### config.mk
export PLATFORM = sky130hd
export DESIGN_NAME = uart_rx_frame_flat
export DESIGN_NICKNAME = d
export VERILOG_FILES = /design/src/rtl/uart_rx_frame_if.sv /design/src/rtl/uart_rx_frame.sv /design/src/flat_wrapper.sv
export SDC_FILE = /design/constraint.sdc
export NUM_CORES = 1
export LEC_CHECK = 0
export CORE_MARGIN = 2
export CORE_UTILIZATION = 52
export CTS_CLUSTER_DIAMETER = 30
export DETAILED_ROUTE_END_ITERATION = 7
export GPL_TIMING_DRIVEN = 0
export PLACE_DENSITY = 0.76
export SYNTH_ARGS = -nofsm -noshare
export SYNTH_HDL_FRONTEND = slang
export SYNTH_SLANG_ARGS = --single-unit
### constraint.sdc
create_clock -name clk_Rx -period 2 [get_ports clk_Rx]
set_input_delay 0.4 -clock clk_Rx [delete_from_list [all_inputs] [get_ports clk_Rx]]
set_output_delay 0.4 -clock clk_Rx [all_outputs]
set_load 0.01 [all_outputs]
### src/rtl/uart_rx_frame_if.sv
// Serial-line and capture-memory write signals of the framed UART receiver.
// The receiver takes the master view; the line driver / memory side takes the slave view.
interface uart_rx_frame_if #(
   parameter int DATA_BITS = 8,
   parameter int ADDR_W    = 8
);
   logic                 Rx_in;
   logic [DATA_BITS-1:0] data_out;
   logic                 wr;
   logic [ADDR_W-1:0]    wr_addr;
   logic                 frame_done;
   logic                 parity_err;
   logic                 frame_err;
   logic                 busy;

   modport master (
      input  Rx_in,
      output data_out, wr, wr_addr, frame_done, parity_err, frame_err, busy
   );

   modport slave (
      output Rx_in,
      input  data_out, wr, wr_addr, frame_done, parity_err, frame_err, busy
   );
endinterface

### src/rtl/uart_rx_frame.sv
// Oversampled UART receiver with optional parity, stop-bit check, frame address counter
// and inter-character gap timeout, writing each good character into a capture memory.
module uart_rx_frame #(
   parameter int FCLK      = 100_000_000,
   parameter int BAUD      = 115200,
   parameter int OVS       = 16,
   parameter int DATA_BITS = 8,
   parameter int PARITY    = 0,
   parameter int FRAME_LEN = 113,
   parameter int ADDR_W    = 8,
   parameter int IDLE_TO   = 32
) (
   input  logic            clk_Rx,
   input  logic            rst_n,
   uart_rx_frame_if.master bus
);
   localparam longint DIV_L = (longint'(FCLK) + (longint'(BAUD) * OVS) / 2) / (longint'(BAUD) * OVS);
   localparam int DIV       = (DIV_L < 1) ? 1 : int'(DIV_L);
   localparam int DIV_W     = (DIV > 1) ? $clog2(DIV) : 1;
   localparam int TICK_W    = $clog2(OVS);
   localparam int BIT_W     = $clog2(DATA_BITS);
   localparam int GAP_TICKS = IDLE_TO * OVS;
   localparam int GAP_W     = $clog2(GAP_TICKS + 2);
   localparam logic [ADDR_W-1:0] LAST_ADDR = ADDR_W'(FRAME_LEN - 1);

   typedef enum logic [2:0] {IDLE, START, DATA, PAR, STOP, RECOVER} state_t;

   state_t               state;
   logic                 rx_meta, rxs, rxs_q;
   logic [DIV_W-1:0]     div_cnt;
   logic                 tick;
   logic [TICK_W-1:0]    tick_cnt;
   logic [BIT_W-1:0]     bit_cnt;
   logic [DATA_BITS-1:0] shreg;
   logic                 par_bit;
   logic [GAP_W-1:0]     gap_cnt;
   logic                 gap_hit;
   logic [DATA_BITS-1:0] data_r;
   logic                 wr_r, fd_r, pe_r, fe_r, busy_r;
   logic [ADDR_W-1:0]    addr_r;

   function automatic logic parity_bad(input logic [DATA_BITS-1:0] d, input logic p);
      logic x;
      x = ^{d, p};
      if (PARITY == 1) return ~x;
      else if (PARITY == 2) return x;
      else return 1'b0;
   endfunction

   // Two-flop synchroniser plus one delayed copy for falling-edge detection; idle level is high
   always_ff @(posedge clk_Rx or negedge rst_n) begin
      if (!rst_n) begin
         rx_meta <= 1'b1;
         rxs     <= 1'b1;
         rxs_q   <= 1'b1;
      end else begin
         rx_meta <= bus.Rx_in;
         rxs     <= rx_meta;
         rxs_q   <= rxs;
      end
   end

   assign tick = (div_cnt == DIV_W'(DIV - 1));

   always_ff @(posedge clk_Rx or negedge rst_n) begin
      if (!rst_n) div_cnt <= '0;
      else        div_cnt <= tick ? '0 : div_cnt + DIV_W'(1);
   end

   // Gap timer only runs while a frame is open and the line is quiet
   assign gap_hit = (GAP_TICKS != 0) && (state == IDLE) && (addr_r != '0) && !wr_r
                    && (gap_cnt == GAP_W'(GAP_TICKS));

   always_ff @(posedge clk_Rx or negedge rst_n) begin
      if (!rst_n) begin
         state    <= IDLE;
         tick_cnt <= '0;
         bit_cnt  <= '0;
         shreg    <= '0;
         par_bit  <= 1'b0;
         gap_cnt  <= '0;
         data_r   <= '0;
         wr_r     <= 1'b0;
         addr_r   <= '0;
         fd_r     <= 1'b0;
         pe_r     <= 1'b0;
         fe_r     <= 1'b0;
         busy_r   <= 1'b0;
      end else begin
         wr_r <= 1'b0;
         fd_r <= 1'b0;
         pe_r <= 1'b0;
         fe_r <= 1'b0;

         if (wr_r) begin
            if (addr_r == LAST_ADDR) begin
               addr_r <= '0;
               fd_r   <= 1'b1;
            end else begin
               addr_r <= addr_r + ADDR_W'(1);
            end
         end

         if (GAP_TICKS == 0 || gap_hit || state != IDLE || addr_r == '0 || wr_r)
            gap_cnt <= '0;
         else if (tick)
            gap_cnt <= gap_cnt + GAP_W'(1);

         case (state)
            IDLE: begin
               if (gap_hit) begin
                  fe_r   <= 1'b1;
                  addr_r <= '0;
               end
               if (rxs_q && !rxs) begin
                  state    <= START;
                  busy_r   <= 1'b1;
                  tick_cnt <= '0;
               end
            end
            START: if (tick) begin
               if (tick_cnt == TICK_W'(OVS / 2 - 1)) begin
                  tick_cnt <= '0;
                  if (rxs) begin
                     state  <= IDLE;
                     busy_r <= 1'b0;
                  end else begin
                     state   <= DATA;
                     bit_cnt <= '0;
                  end
               end else begin
                  tick_cnt <= tick_cnt + TICK_W'(1);
               end
            end
            DATA: if (tick) begin
               if (tick_cnt == TICK_W'(OVS - 1)) begin
                  tick_cnt <= '0;
                  shreg    <= {rxs, shreg[DATA_BITS-1:1]};
                  if (bit_cnt == BIT_W'(DATA_BITS - 1)) state <= (PARITY != 0) ? PAR : STOP;
                  else bit_cnt <= bit_cnt + BIT_W'(1);
               end else begin
                  tick_cnt <= tick_cnt + TICK_W'(1);
               end
            end
            PAR: if (tick) begin
               if (tick_cnt == TICK_W'(OVS - 1)) begin
                  tick_cnt <= '0;
                  par_bit  <= rxs;
                  state    <= STOP;
               end else begin
                  tick_cnt <= tick_cnt + TICK_W'(1);
               end
            end
            STOP: if (tick) begin
               if (tick_cnt == TICK_W'(OVS - 1)) begin
                  tick_cnt <= '0;
                  // A low stop bit outranks a parity error and leaves us waiting for the line to rise
                  if (!rxs) begin
                     fe_r  <= 1'b1;
                     state <= RECOVER;
                  end else if (parity_bad(shreg, par_bit)) begin
                     pe_r   <= 1'b1;
                     state  <= IDLE;
                     busy_r <= 1'b0;
                  end else begin
                     data_r <= shreg;
                     wr_r   <= 1'b1;
                     state  <= IDLE;
                     busy_r <= 1'b0;
                  end
               end else begin
                  tick_cnt <= tick_cnt + TICK_W'(1);
               end
            end
            RECOVER: if (rxs) begin
               state  <= IDLE;
               busy_r <= 1'b0;
            end
            default: begin
               state  <= IDLE;
               busy_r <= 1'b0;
            end
         endcase
      end
   end

   assign bus.data_out   = data_r;
   assign bus.wr         = wr_r;
   assign bus.wr_addr    = addr_r;
   assign bus.frame_done = fd_r;
   assign bus.parity_err = pe_r;
   assign bus.frame_err  = fe_r;
   assign bus.busy       = busy_r;
endmodule

### src/flat_wrapper.sv
// flat-port wrapper written by rule: the top's interface ports become plain ports
module uart_rx_frame_flat 
#(
   parameter int FCLK      = 100_000_000,
   parameter int BAUD      = 115200,
   parameter int OVS       = 16,
   parameter int DATA_BITS = 8,
   parameter int PARITY    = 0,
   parameter int FRAME_LEN = 113,
   parameter int ADDR_W    = 8,
   parameter int IDLE_TO   = 32
)
  (clk_Rx, rst_n, bus_Rx_in, bus_data_out, bus_wr, bus_wr_addr, bus_frame_done, bus_parity_err, bus_frame_err, bus_busy);
  uart_rx_frame_if #(.DATA_BITS(DATA_BITS), .ADDR_W(ADDR_W)) bus_i ();
  input  logic clk_Rx;
  input  logic rst_n;
  input wire logic [$bits(bus_i.Rx_in)-1:0] bus_Rx_in;
  output wire logic [$bits(bus_i.data_out)-1:0] bus_data_out;
  output wire logic [$bits(bus_i.wr)-1:0] bus_wr;
  output wire logic [$bits(bus_i.wr_addr)-1:0] bus_wr_addr;
  output wire logic [$bits(bus_i.frame_done)-1:0] bus_frame_done;
  output wire logic [$bits(bus_i.parity_err)-1:0] bus_parity_err;
  output wire logic [$bits(bus_i.frame_err)-1:0] bus_frame_err;
  output wire logic [$bits(bus_i.busy)-1:0] bus_busy;
  assign bus_i.Rx_in = bus_Rx_in;
  assign bus_data_out = bus_i.data_out;
  assign bus_wr = bus_i.wr;
  assign bus_wr_addr = bus_i.wr_addr;
  assign bus_frame_done = bus_i.frame_done;
  assign bus_parity_err = bus_i.parity_err;
  assign bus_frame_err = bus_i.frame_err;
  assign bus_busy = bus_i.busy;
  uart_rx_frame #(.FCLK(FCLK), .BAUD(BAUD), .OVS(OVS), .DATA_BITS(DATA_BITS), .PARITY(PARITY), .FRAME_LEN(FRAME_LEN), .ADDR_W(ADDR_W), .IDLE_TO(IDLE_TO)) u_core (.clk_Rx(clk_Rx), .rst_n(rst_n), .bus(bus_i));
endmodule
==> flow_summary.yaml <==
clocking:
  numClockSinks: 57
  cts_buffer_depth: 2
  root_buffer: "clkbuf_8"
  insertion_delay_ns: 0.33
  cts_tree: "built"
  cts_buffers: 9
  h-tree-depth: 3
  cts.clk_slew.worst_paths_ns: 0.06
die:
  dieArea_mm2: 0.005952
  die_width_um: 77.15
  initial_core_util_pct: 54.14
  core_mm2: 0.005140
  dieHeight_um: 77.15
  rows: 26
  num_io_pins: 24
power_and_ir_drop:
  p_clk_share_pct: 43.7
  total_power_mw: 2.783
  p_leak_nw: 1.499
  power_frac_seq_pct: 43.9
  p_int_mw: 2.085
  switching_power_mw: 0.6983
  power_density_mw_per_mm2: 814.2
  ir_drop_v: 0.0005579
  power.share.switching_pct: 25.09
  pwr-share-comb_pct: 12.3
flow_run:
  cap_viol_max_count: 0
worst_setup_path:
  crit_fanout: 7
  critical_path_class: "reg2reg"
  r2r-start: "u_core.state[2]"
  cp.required_ns: 2.22
  ff2ff_path_depth: 6
  start_kind: "flop"
  r2r-end: "u_core.bus.wr_addr[2]"
  arrival_ns: 2.13
  endpoint_kind: "flop"
  rrSetupSlack_ns: 0.09
min_path:
  hold_path.class: "in2async"
final_layout:
  fin_nets: 311
  drive_gt1_share_pct: 20.72
  post-route-util_pct: 66.50
  fin_area_mm2: 0.003418
  syn2layout_area_growth_pct: 22.84
  fin_cells: 374
  antennaDiodeCount: 0
synthesis:
  synth_warnings: 0
  syn_nets: 272
  synth_seq_cells: 57
  ys_async_sr_fraction_pct: 100.0
  syn_inst: 260
  netlist-cell-type-count: 49
  syn-cell-area_mm2: 0.002783
  synth-main-ff-cell: "dfrtp_1"
  synth_edf_count: 0
  seq_area_frac_synth_pct: 51.39
  syn_area_per_cell_um2: 10.70
global_route:
  antenna_found_initial: 0
  grt_pass1_vias: 1949
  grt_overflow: 0
  grt_start_max_net_pins: 35
  grtUsageTotal_pct: 19.29
  grt_pass1_wl_mm: 9.011
drt:
  drt-pass1-iter-count: 4
  num_vias: 2062
  ant_nets: 0
  drt_iter0_markers: 121
  drc: 0
  vias_per_cell: 5.513
  wl_per_cell_um: 14.16
  routed_wl_mm: 5.295
timing:
  finalMaxSlewViolations: 0
  hold_slack_ns: 0.05727
  rsz0062_at_grt: "true"
  min_period_ns: 1.910
  hold_viol: 0
  tightest_slew_ns: 0.5574
  worst_slack_ns: 0.08953
  max_clock_freq_mhz: 523.4
  fin_setup_tns_ns: 0
  finalSetupViolCount: 0
  period_share_pct: 95.52
  max-slew-margin-rel_pct: 62.84
  finalClockSkew_ns: 0.005997
placed_design:
  place_area_mm2: 0.003105
  dpl.cell_count: 353
  dpl.hpwl_mm: 3.539
  portBuffers: 22
  pre_cts_ws_ns: -0.06584
  gp_congestion: 0.8368
status:
  outcome: "finished, final reports clean"
[flip-flops by register name, indices dropped and copies added, names as in the netlist]
signal,count
u_core.div_cnt,6
u_core.state,3
u_core.bus.wr_addr,8
u_core.bus.wr,1
u_core.rxs_q,1
u_core.bit_cnt,3
u_core.bus.busy,1
u_core.rxs,1
u_core.tick_cnt,4
u_core.gap_cnt,10
u_core.bus.frame_done,1
u_core.bus.frame_err,1
u_core.bus.data_out,8
u_core.rx_meta,1
u_core.shreg,8
[logic make-up after synthesis]
kind of cell / Yosys count / synth area share (%)
buf+inv: 19 / 2.743
compound gates: 38 / 9.308
fa+ha+maj: 10 / 4.407
flops: 57 / 51.39
mux: 17 / 6.834
xor+xnor: 20 / 6.295
simple gates: 98 / 18.89
other cells: 1 / 0.1348
[critical path: stages (launching register included)]
cell	delay [ns]
dfrtp_1	0.46
or3_1	0.47
a211o_1	0.33
nor2_2	0.16
or2_2	0.12
buf_2	0.17
nor2_1	0.08
[how the worst max path moves through the flow]
stage                          start                      to  slack [ns]  depth (start not counted)
2_1_floorplan     u_core.tick_cnt[0]  u_core.bus.data_out[0]        0.22                          6
3_3_place_gp                   rst_n      u_core.tick_cnt[3]       -1.21                          1
3_5_place_dp      u_core.tick_cnt[0]  u_core.bus.data_out[5]       -0.07                          6
4_1_cts           u_core.tick_cnt[0]  u_core.bus.data_out[6]     -0.0004                          7
5_1_grt        u_core.bus.wr_addr[0]   u_core.bus.wr_addr[2]       -0.04                          8
6_report             u_core.state[2]   u_core.bus.wr_addr[2]        0.09                          6
[cells in the mapped netlist (2+ instances only)]
library cell  instances  area share (%)
dfrtp_1              54              49
nor2_1               35             4.7
mux2_2               16             6.5
nand2_1              16             2.2
xor2_1               12             3.8
o21ai_0              11             2.0
ha_1                  9             4.0
inv_1                 9             1.2
clkbuf_1              8             1.1
xnor2_1               8             2.5
a21oi_1               7             1.3
nand4_1               7             1.6
and3_1                6             1.3
nand3_1               6             1.1
nor3_1                5            0.90
a211o_1               3            0.94
a22o_1                3            0.94
dfstp_2               3             2.8
nand2b_1              3            0.67
nand3b_1              3            0.81
or2_2                 3            0.67
nor3_4                2             1.2
nor4_1                2            0.45
o2111ai_1             2            0.63
o31ai_1               2            0.54
or3_1                 2            0.45
[final cells by class]
type | instances | area [um2]
plain buffers | 10 | 43.79
clock buffers | 11 | 151.4
fillers | 430 | 1722
repair buffers | 28 | 276.5
inverters | 9 | 33.78
flip-flops and latches | 57 | 1431
clock inverters | 5 | 77.57
well taps | 70 | 87.58
multi-input cells | 184 | 1316
[layer usage]
| layer | global-route usage (%) | up-vias | share of wire, % | wire (um) |
|---|---|---|---|---|
| li1 | - | 990 | - | - |
| met1 | 24.90 | 1015 | 46 | 2457 |
| met2 | 30.61 | 48 | 48 | 2531 |
| met3 | 5.059 | 9 | 4.0 | 212 |
| met4 | 8.571 | 0 | 1.7 | 92 |
| met5 | 0 | - | 0 | 0 |
[power by group through the flow]
stage / clock [mW] / combinational [mW] / sequential [mW]
2_1_floorplan: 0 / 0.219 / 1.24
3_3_place_gp: 0 / 0.313 / 1.24
3_5_place_dp: 0 / 0.324 / 1.24
4_1_cts: 1.25 / 0.336 / 1.22
5_1_grt: 1.30 / 0.387 / 1.22
6_report: 1.22 / 0.343 / 1.22
[repair_timing]
item	in CTS	in global routing
gates resized for setup	1	11
pin swaps	1	3
endpoints found under the setup margin	9	31
hold buffers	0	0
buffers inserted	2	3
[cells in the final DEF (no fill, tap or decap), types with 6 or more instances in the layout]
master / instances
dfrtp_1: 53
nor2_1: 34
clkdlybuf4s50_1: 21
nand2_1: 16
mux2_2: 16
xor2_1: 12
o21ai_0: 11
clkbuf_8: 11
inv_1: 8
xnor2_1: 8
ha_1: 8
clkbuf_1: 7
nand4_1: 7
a21oi_1: 7
and3_1: 6
(Power assumes the default switching activity.)
